===== src/rtl/cafe_pkg.sv =====
// cafe_pkg -- shared definitions for the coffee-machine FSM (maquina_maluca)
// and its sequence checker.
//   cafe_state_t : 4-bit brew-FSM state encoding (0 and 10..15 are invalid)
//   ERR_*        : err_code values reported by cafe_seq_checker
//   mon_state_t  : checker monitor FSM encoding
//   is_valid_state() : true for encodings 1..9
package cafe_pkg;

    typedef enum logic [3:0] {
        IDLE      = 4'd1,
        LIGAR     = 4'd2,
        VERIFICAR = 4'd3,
        ENCHER    = 4'd4,
        MOER      = 4'd5,
        COLOCAR   = 4'd6,
        PASSAR    = 4'd7,
        TAMPEAR   = 4'd8,
        EXTRACAO  = 4'd9
    } cafe_state_t;

    localparam logic [2:0] ERR_NONE     = 3'd0;
    localparam logic [2:0] ERR_ILLEGAL  = 3'd1;
    localparam logic [2:0] ERR_ENCODING = 3'd2;
    localparam logic [2:0] ERR_REFILL   = 3'd3;
    localparam logic [2:0] ERR_TIMEOUT  = 3'd4;
    localparam logic [2:0] ERR_SPURIOUS = 3'd5;
    localparam logic [2:0] ERR_MISSED   = 3'd6;

    typedef enum logic [1:0] {
        M_IDLE   = 2'd0,
        M_ACTIVE = 2'd1,
        M_ERR    = 2'd2
    } mon_state_t;

    function automatic logic is_valid_state(input logic [3:0] s);
        return (s >= 4'd1) && (s <= 4'd9);
    endfunction

endpackage


===== src/rtl/cafe_trans_legal.sv =====
// cafe_trans_legal -- combinational legality check of one observed brew-FSM
// transition.
//   i_prev_state : state sampled on the previous edge
//   i_state      : state sampled on this edge
//   i_start_q    : start sampled on the previous edge
//   o_legal      : 1 when the pair is allowed by the brew graph
//   o_err_code   : ERR_NONE when legal, otherwise the highest-priority cause
//                  among encoding / spurious start / missed start / illegal
module cafe_trans_legal
    import cafe_pkg::*;
(
    input  logic [3:0] i_prev_state,
    input  logic [3:0] i_state,
    input  logic       i_start_q,
    output logic       o_legal,
    output logic [2:0] o_err_code
);

    logic       w_edge_ok;
    logic [2:0] w_code;

    // Pure graph adjacency; start qualification for IDLE is applied below.
    always_comb begin
        w_edge_ok = 1'b0;
        case (i_prev_state)
            IDLE:      w_edge_ok = (i_state == IDLE) || (i_state == LIGAR);
            LIGAR:     w_edge_ok = (i_state == VERIFICAR);
            VERIFICAR: w_edge_ok = (i_state == ENCHER) || (i_state == MOER);
            ENCHER:    w_edge_ok = (i_state == VERIFICAR);
            MOER:      w_edge_ok = (i_state == COLOCAR);
            COLOCAR:   w_edge_ok = (i_state == PASSAR);
            PASSAR:    w_edge_ok = (i_state == TAMPEAR);
            TAMPEAR:   w_edge_ok = (i_state == EXTRACAO);
            EXTRACAO:  w_edge_ok = (i_state == IDLE);
            default:   w_edge_ok = 1'b0;
        endcase
    end

    always_comb begin
        w_code = ERR_NONE;
        if (!is_valid_state(i_state))
            w_code = ERR_ENCODING;
        else if ((i_prev_state == IDLE) && (i_state == LIGAR) && !i_start_q)
            w_code = ERR_SPURIOUS;
        else if ((i_prev_state == IDLE) && (i_state == IDLE) && i_start_q)
            w_code = ERR_MISSED;
        else if (!w_edge_ok)
            w_code = ERR_ILLEGAL;
    end

    assign o_err_code = w_code;
    assign o_legal    = (w_code == ERR_NONE);

endmodule


===== config.mk =====
export PLATFORM = sky130hd
export DESIGN_NAME = cafe_trans_legal
export DESIGN_NICKNAME = d
export VERILOG_FILES = /design/src/rtl/cafe_pkg.sv /design/src/rtl/cafe_trans_legal.sv
export SDC_FILE = /design/constraint.sdc
export NUM_CORES = 1
export LEC_CHECK = 0
export ABC_AREA = 0
export BUFFER_PORTS_ARGS = -buffer_cell sky130_fd_sc_hd__buf_2
export CORE_AREA = 2 2 39 41
export DETAILED_ROUTE_END_ITERATION = 10
export DIE_AREA = 0 0 41 43
export PLACE_DENSITY = 0.54
export SYNTH_ARGS = -nofsm -noshare
export SYNTH_HDL_FRONTEND = slang
export SYNTH_SLANG_ARGS = --single-unit

===== constraint.sdc =====
create_clock -name vclk -period 2.9
set_input_delay 0.29 -clock vclk [all_inputs]
set_output_delay 0.29 -clock vclk [all_outputs]
set_load 0.05 [all_outputs]

# == Yosys cells after proc, flatten, opt, wreduce, memory -nomap -nowiden ==
# Cells that the tools add are included.
# Widths: inputs -> output; s select.
# word_totals
inputBits,9
wordCells,35
out_inout_bits,4
register_bits,0
# op_classes
reduce_logical,10
mux,5
eq_ne,18
order_cmp,2
# ops
cell,count
$eq 4x3->1 const B,8
$eq 4x2->1 const B,4
$eq 4x4->1 const B,4
$mux 3,3
$eq 4x1->1 const B,2
$pmux 1 s8,1
$logic_and 1x1->1,5
$ge 4x1->1 const B,1
$le 4x4->1 const B,1
$logic_not 3->1,1
$logic_or 1x1->1,2
$reduce_or 2->1,1
$logic_not 1->1,1
$mux 1,1

# == Logic depth before layout (Yosys ltp) ==
# Gate-level depths: netlist (run 1).
# logic_depth
depth_word,8
ltp_mapped,6

# == Least setup slack after synthesis (run 1) ==
# No wires, ideal clock.
# synth_timing
path_kind,input to output
startpoint,input port i_prev_state[1]
endpoint,output port o_err_code[2]
arrival_time_ps,2435
required_ps,2610
path_slack_ps,175
stages,3
n_path_buf,1
cell_sequence,buf_2 -> nor4b_1 -> nor4b_1
# synth_between
elab_chain_cells,6
word_cells_on_any_way,8
# synth_lines
element,line_no,source
from (decl),cafe_trans_legal.sv:12,"input logic [3:0] i_prev_state,"
$eq 4x1->1 *,"cafe_trans_legal.sv:43, cafe_trans_legal.sv:45",
$logic_and 1x1->1 (2 in series),cafe_trans_legal.sv:45,else if ((i_prev_state == IDLE) && (i_state == IDLE) && i_start_q)
$mux 3,cafe_trans_legal.sv:45,
$mux 3 *,cafe_trans_legal.sv:43,else if ((i_prev_state == IDLE) && (i_state == LIGAR) && !i_start_q)
$mux 3 *,cafe_trans_legal.sv:41,if (!is_valid_state(i_state))
to (decl),cafe_trans_legal.sv:16,output logic [2:0] o_err_code
# Mark *: on every way between the ends. The rest lies on a longest branch, timed or not.

# == Worst setup path after layout (run 1) ==
# layout_timing
startpoint,input port i_state[2]
endpoint,output port o_err_code[0]
# layout_between
elab_chain_cells,7
word_cells_on_any_way,23
# layout_lines
element,line_no,source
from (decl),cafe_trans_legal.sv:13,"input logic [3:0] i_state,"
$eq 4x3->1 (tied with other cells),cafe_trans_legal.sv:28,VERIFICAR: w_edge_ok = (i_state == ENCHER) || (i_state == MOER);
$logic_or 1x1->1 (on tied branches),"cafe_trans_legal.sv:28, cafe_trans_legal.sv:26",
$pmux 1 s8,cafe_trans_legal.sv:25,case (i_prev_state)
$mux 1,cafe_trans_legal.sv:47,else if (!w_edge_ok)
$mux 3,cafe_trans_legal.sv:45,
$mux 3,cafe_trans_legal.sv:43,
$mux 3 *,cafe_trans_legal.sv:41,
# Marked as above.

==> results of run 1 <==
stage by stage:
step	worst slack, ns	utilization, %	std cells	hold WS (ns)
5_1_grt	0.645	24.4	66	1.03
3_5_place_dp	0.779	24.4	66	0.992
6_report	0.783	24.4	66	0.995
2_1_floorplan	0.175	-	42	0.764
4_1_cts	0.772	24.4	66	0.995
3_3_place_gp	0.781	24.4	66	0.997
cell usage after synthesis, drive strengths merged:
| library cell | instances |
|---|---|
| nand2 | 3 |
| nor4b | 2 |
| a221oi | 1 |
| nor2 | 3 |
| nor4 | 1 |
| nor3b | 1 |
| nand2b | 2 |
| clkbuf | 1 |
| nor3 | 2 |
| o41ai | 1 |
| o2111ai | 1 |
| o31ai | 1 |
| nand3 | 3 |
| o21ba | 1 |
| buf | 4 |
| a21oi | 3 |
| mux2i | 1 |
| or4b | 1 |
| nor2b | 3 |
| nand3b | 2 |
| xnor2 | 2 |
| o21ai | 1 |
| o21a | 1 |
| mux2 | 1 |
report_power, final:
part	switching (mW)	internal, mW	total [mW]
combinational	0.0310	0.0186	0.0496
sequential	0	0	0
clock	0	0	0
total	0.0310	0.0186	0.0496
area by class of cell:
cell class | count | share of cell area, %
Multi-Input combinational cell | 37 | 74.8
Tap cell | 16 | 5.93
Timing Repair Buffer | 13 | 19.3
routing by layer:
metal | global-route usage (%) | wire (um)
met5 | 0 | 0
met4 | 2.67 | 0
met3 | 0.524 | 55
met2 | 11.3 | 269
met1 | 11.7 | 356
worst max path at each step:
stage,endpoint,slack (ns),depth (start not counted)
after floorplan,o_err_code[2],0.17,3
after global placement,o_err_code[0],0.78,7
after detailed placement,o_err_code[0],0.78,7
after CTS,o_err_code[0],0.77,7
after global routing,o_err_code[0],0.64,7
final,o_err_code[0],0.78,7
logic make-up after synthesis:
family	count (synthesis)	share of synthesized area [%]
AND/OR/NAND/NOR	23	47.8
multiplexers	2	7.52
AO/OA/AOI/OAI	10	27.9
buffers and inverters	5	10.6
XOR/XNOR	2	6.20
worst min-delay path: stages:
cell	delay, ns
buf_2	0.15
nor4b_1	0.06
buf_2	0.20
==> run metrics, run 1 <==
Hold-fix buffers, CTS 0; global route overflow 0; post-synth net total 51; Cells after Synth 42; warnings from Yosys 0; ANT cells 0; final sequential cell count 0; synth top area cells nor2b_1 (6.6%), nor4b_1 (6.2%), xnor2_1 (6.2%), o41ai_2 (5.8%), a21oi_1 (5.3%); hold path depth 3; GPL Wtd Cong 0.797; Setup Buffers After CTS 0; cell taking the most area after synthesis nor2b_1; setup repair after global routing missed its margin no; pins over their slew limit 0; placed inst area between 300 and 400 um2; Yosys cell types 25; Worst path slowest cell or4b_1; final worst path period share between 70% and 80%; # setup viols final 0; initial core utilization 20.4%; area occupied by multi-input gates 253 um2; Antenna Nets Post-Route 0; critical path type input port to output pin; layout cell share with drive strength beyond 1 30.0%; Vias 328; PostCTS Resize Cnt 0; post-synth top area share around 6.6%; Slew @ Worst Pin 0.378 ns; Rel. slew slack approximately three quarters; CP peak stage delay between 0.5 and 0.6 ns; io pins 13; worst hold endpoint o_err_code[2]; critical path data required time 2.61 ns; Tot Pwr 0.0496 mW; Max Fclk roughly 0.47 GHz; vias per cell just under 5; WL final ~680 um; WL per Instance ~10 um; crit-path leading delay family simple AND/OR/NAND/NOR gates; PwrDens roughly 150 nW/um2; drt drc 0; Core Area approximately 1400 um2; first-pass GRT wire length ~1.1 mm; CP endpoint kind output pin; HP Start i_state[3]; DPL Wire Length 520 um; cells along the critical path buf_2, or4b_1, o21a_1, o41ai_2, a21oi_1, nor3_1, buf_2; sequential share of the synthesized area 0%; Worst Setup SP i_state[2]; buffers added on ports 13; FF/Latch Area 0 um2; syn_area_per_cell between 6 and 7 um2; CP bufs+invs 2; crit path max fanout 8; nets between 60 and 70; Max rail drop VDD around 0.060 mV; number of global-route vias before repair 277; post-synthesis cell area between 200 and 300 um2; CP most frequent cell buf_2; endpoints failing hold 0; CLK BUF 0; outcome finished clean; most common cell after layout, fill and taps aside buf_2; largest net degree at the start of global routing 10; DIE AREA about 1800 um2; Cell Rows 14; Final Critical Period roughly 2.1 ns; GRT Total Usage 7.79%; type of origin of the critical path input port; Die Width just over 40 um; post-route cell area 338 um2; Layout fillers 149; final setup TNS 0 ns; die height about 43 um; worst min-delay path class input port to output pin; Leakage around 0.13 nW; area grow syn2layout 19.5%; WP data arrival roughly 1.8 ns; antenna violations before repair 0; Pre-antenna DRT Iters 4; Max-Cap Viols 0; initial DRC count 10
Power figures use the tool's default switching activity.
==> run 2, diff against run 1 <==
PLACE_DENSITY = 0.55   (was 0.54)
clock period = 1.77 ns   (was 2.9 ns; I/O delays follow)
==> run 2 against run 1 <==
Against the previous run:
- the run now ends with setup timing left
- routed wire length increased by 25%
- clock-buffer cell count did not move
- first-iteration DRC count fell by 60%
- combinational power is 120% higher
- cell count rose by 15%
- core utilization up 9.0 points
- sequential cell count unchanged
- global-route usage up 3.6 points
- critical path depth did not move
- worst hold slack worse by 0.16 ns
- largest power group unchanged
==> run metrics, run 2 (synthesized netlist as in run 1, its figures left out) <==
# setup viols final 2 (was 0); Leakage 0.178 nW (was 0.128 nW); Tot Pwr 0.111 mW (was 0.0496 mW); Sw Ratio 53.6% (was 62.6%); area occupied by multi-input gates 280 um2 (was 253 um2); buffers added on ports 13 (unchanged); Die Width 41 um (unchanged); Final WS setup -0.118 ns (was 0.783 ns); initial DRC count 4 (was 10); antenna violations before repair 0 (unchanged); PwrDens 240 nW/um2 (was 147 nW/um2); Max Fclk around 0.53 GHz; WP data arrival 1.71 ns (was 1.83 ns); final sequential cell count 0 (unchanged); type of origin of the critical path input port (unchanged); first-pass GRT wire length 1.50 mm (was 1.06 mm); ANT cells 0 (unchanged); CP bufs+invs 2 (unchanged); Gate power share 100.0% (about the same); CP peak stage delay 0.51 ns (was 0.52 ns); cells along the critical path buf_8, or4b_1, o21a_1, o41ai_2, a21oi_2, o21ba_2, buf_6 (was buf_2, or4b_1, o21a_1, o41ai_2, a21oi_1, nor3_1, buf_2); Flop pwr share 0% (about the same); final worst path period share 107%; largest net degree at the start of global routing 9 (was 10); crit-path leading delay family compound AO/OA/AOI/OAI gates (was simple AND/OR/NAND/NOR gates); io pins 13 (unchanged); Psw 0.0595 mW (was 0.0310 mW); layout cell share with drive strength beyond 1 50.0% (was 30.0%); CLK BUF 0 (unchanged); DPL Wire Length 663 um (was 520 um); Worst path slowest cell or4b_1 (unchanged); GPL Wtd Cong 0.808 (was 0.797); number of global-route vias before repair 364 (was 277); vias per cell 5.05 (was 4.97); clock power share 0% (about the same); non-filler cells, final 76 (was 66); WL final 848 um (was 680 um); critical path type input port to output pin (unchanged); Cell Rows 14 (unchanged); Vias 384 (was 328); drt drc 0 (unchanged); placed inst area 427 um2 (was 338 um2); Antenna Nets Post-Route 0 (unchanged); Pre-antenna DRT Iters 4 (unchanged); post-route cell area 463 um2 (was 338 um2); Core Area 1380 um2 (unchanged); CP endpoint kind output pin (unchanged); failing checks setup timing; pins over their slew limit 0 (unchanged); Rel. slew slack 77.1% (was 74.8%); crit path max fanout 2 (was 8); Max-Cap Viols 0 (unchanged); GRT Total Usage 11.4% (was 7.79%); Final Critical Period approximately 1.9 ns; most frequent cells in the layout buf_2 (10), buf_4 (10); endpoints failing hold 0 (unchanged); Hold-fix buffers, CTS 0 (unchanged); Max rail drop VDD 0.0795 mV (was 0.0603 mV); nets 71 (was 61); die height 43 um (unchanged); Layout fillers 156 (was 149); area grow syn2layout 63.7% (was 19.5%); outcome complete, but fails checks (was finished clean); Slew @ Worst Pin 0.339 ns (was 0.378 ns); setup repair after global routing missed its margin yes (was no); DIE AREA 1760 um2 (unchanged); placed cells 75 (was 66); worst hold margin 0.834 ns (was 0.995 ns); global route overflow 0 (unchanged); FF/Latch Area 0 um2 (unchanged); Internal Power 0.0514 mW (was 0.0186 mW); worst min-delay path class input port to output pin (unchanged); WL per Instance 11.2 um (was 10.3 um); critical path data required time 1.59 ns (was 2.61 ns); initial core utilization 20.4% (unchanged)
-- run 2: power by group through the flow --
stage | clock network (mW) | logic [mW] | registers [mW]
finish | 0 | 0.111 | 0
global route | 0 | 0.120 | 0
CTS | 0 | 0.109 | 0
detailed placement | 0 | 0.101 | 0
global placement | 0 | 0.101 | 0
floorplan | 0 | 0.0671 | 0
-- run 2: area by class of cell --
type	instances	share of cell area, %
Multi-Input combinational cell	37	60.5
Tap cell	16	4.32
Timing Repair Buffer	23	35.1
-- run 2: worst paths after layout --
path                             to  depth (start not counted)  slack [ns]        from
worst max-delay path        o_legal                          7       -0.12  i_state[2]
worst min-delay path  o_err_code[2]                          4        0.83  i_state[3]
-- run 2: timing repair --
item	in CTS	in global routing
buffers inserted	1	0
setup endpoints to repair	2	2
hold endpoints to repair	0	0
cloned	0	0
pin swaps	1	0
gates resized for setup	7	1
-- run 2: metal layers --
metal / vias up / GRT usage [%] / part of all wire (%)
met2: 6 / 18.4 / 50
li1: 192 / - / -
met1: 186 / 17.5 / 47
met4: 0 / 0 / 0
met5: - / 0 / 0
met3: 0 / 0 / 3.2
-- run 2: per-stage QoR --
| step | util (%) | setup slack [ns] | setup TNS (ns) |
|---|---|---|---|
| 4_1_cts | 33.0 | -0.112 | -0.216 |
| 2_1_floorplan | - | -0.0951 | -0.145 |
| 3_3_place_gp | 30.8 | -0.148 | -0.279 |
| 6_report | 33.5 | -0.118 | -0.221 |
| 5_1_grt | 33.5 | -0.160 | -0.310 |
| 3_5_place_dp | 30.8 | -0.180 | -0.341 |
==> run 3, diff against run 2 <==
GPL_ROUTABILITY_DRIVEN = 0   (was unset)
PLACE_DENSITY = 0.51   (was 0.55)
==> run 3 against run 2 <==
Against the previous run:
- the run still ends with setup timing left
- worst hold slack got worse by 0.057 ns
- final area fell by 4.3%
- highest routed layer unchanged
- first-iteration DRC count rose to 2.5 times the previous value
- critical path depth did not move
- core utilization fell by 1.4 points
- largest power group unchanged
- via count fell by 5.2%
- non-clock buffer count fell by 3
- die area did not move
- global-route usage fell by 1.6 points
- sequential share of layout area did not move
==> run metrics, run 3 (synthesized netlist as in run 1, its figures left out) <==
CP most frequent cell buf_6; Final Critical Period 1.86 ns (was 1.89 ns); critical path type input port to output pin (unchanged); HP Start i_state[2] (was i_state[3]); antenna violations before repair 0 (unchanged); area grow syn2layout 56.6% (was 63.7%); Max rail drop VDD 0.0956 mV (was 0.0795 mV); pre-CTS worst setup slack -0.163 ns (was -0.180 ns); initial core utilization 20.4% (unchanged); Antenna Nets Post-Route 0 (unchanged); DIE AREA 1760 um2 (unchanged); die height 43 um (unchanged); final worst path period share 105% (was 107%); CP endpoint kind output pin (unchanged); ANT cells 0 (unchanged); FF/Latch Area 0 um2 (unchanged); Leakage 0.167 nW (was 0.178 nW); Cell Rows 14 (unchanged); Die Width 41 um (unchanged); CP peak stage delay 0.51 ns (about the same); Worst path slowest cell or4b_1 (unchanged); io pins 13 (unchanged); number of global-route vias before repair 297 (was 364); Setup Buffers After CTS 0 (was 1); largest net degree at the start of global routing 9 (unchanged); WP data arrival 1.68 ns (was 1.71 ns); initial DRC count 10 (was 4); worst hold endpoint o_err_code[2] (unchanged); Final WS setup -0.0912 ns (was -0.118 ns); outcome complete, but fails checks (unchanged); crit path max fanout 2 (unchanged); global route overflow 0 (unchanged); DPL Wire Length 634 um (was 663 um); # setup viols final 2 (unchanged); Tot Pwr 0.106 mW (was 0.111 mW); GRT Total Usage 9.80% (was 11.4%); Slew @ Worst Pin 0.383 ns (was 0.339 ns); WL per Instance 10.9 um (was 11.2 um); worst min-delay path class input port to output pin (unchanged); most common cell after layout, fill and taps aside buf_2; Pre-antenna DRT Iters 4 (unchanged); nets 68 (was 71); Max Fclk 0.537 GHz (was 0.530 GHz); critical path data required time 1.59 ns (about the same); endpoints failing hold 0 (unchanged); failing checks setup timing (unchanged); buffers added on ports 13 (unchanged); vias per cell 4.99 (was 5.05); type of origin of the critical path input port (unchanged); Max-Cap Viols 0 (unchanged); layout cell share with drive strength beyond 1 45.6% (was 50.0%); CLK BUF 0 (unchanged); hold path depth 4 (unchanged); WL final 794 um (was 848 um); placed inst area 424 um2 (was 427 um2); Vias 364 (was 384); pins over their slew limit 0 (unchanged); Rel. slew slack 74.1% (was 77.1%); cells along the critical path buf_6, or4b_1, o21a_1, o41ai_2, a21oi_2, o21ba_2, buf_6 (was buf_8, or4b_1, o21a_1, o41ai_2, a21oi_2, o21ba_2, buf_6); most frequent cells in the layout buf_2 (10), buf_4 (6) (was buf_2 (10), buf_4 (10)); Core Area 1380 um2 (unchanged); first-pass GRT wire length 1.30 mm (was 1.50 mm); PwrDens 239 nW/um2 (was 240 nW/um2); post-route cell area 443 um2 (was 463 um2); setup repair after global routing missed its margin yes (unchanged); drt drc 0 (unchanged); final sequential cell count 0 (unchanged)
==> run 3: how the worst max path moves through the flow <==
| stage | start | to | slack [ns] | cells past startpoint |
|---|---|---|---|---|
| finish | i_state[2] | o_legal | -0.09 | 7 |
| global route | i_state[2] | o_err_code[0] | -0.18 | 7 |
| CTS | i_state[2] | o_legal | -0.11 | 7 |
| detailed placement | i_state[2] | o_legal | -0.16 | 7 |
| global placement | i_state[2] | o_legal | -0.15 | 7 |
| floorplan | i_state[2] | o_err_code[0] | -0.1 | 6 |
==> run 3: final cells by class <==
class	count	area (um2)
well taps	16	20.0
multi-input cells	37	274
fillers	148	941
repair buffers	20	149
==> run 3: through the flow <==
step	utilization (%)	hold WS (ns)	std cells	setup TNS (ns)
finish	32.0	0.777	73	-0.172
global placement	30.7	0.821	73	-0.277
global route	32.0	0.794	73	-0.358
detailed placement	30.7	0.820	73	-0.303
floorplan	-	0.462	42	-0.145
CTS	32.0	0.779	73	-0.200
==> run 3: critical path: cells and delay by family <==
kind                   cells  cell delay, ns
AOI/OAI and AO/OA          4            0.74
and+or+nand+nor            1            0.51
buffers and inverters      2            0.25
==> run 3: layer usage <==
metal | share of wire (%) | vias to the layer above | routed length [um] | GRT usage (%)
met5 | 0 | - | 0 | 0
met4 | 0 | 0 | 0 | 0
met3 | 7.4 | 0 | 59 | 0
met2 | 46 | 14 | 362 | 13.8
met1 | 47 | 161 | 372 | 17.1
li1 | - | 189 | - | -
==> run 3: where the power goes <==
part           leakage, nW  internal, mW  switching, mW
combinational        0.167        0.0491         0.0568
sequential               0             0              0
clock                    0             0              0
total                0.167        0.0491         0.0568
==> run 3: what timing repair did <==
item	4_1_cts	5_1_grt
resized for setup	5	0
setup endpoints to repair	2	2
cloned	0	0
pin swaps	1	0
hold buffers	0	0
endpoints found under the hold margin	0	0
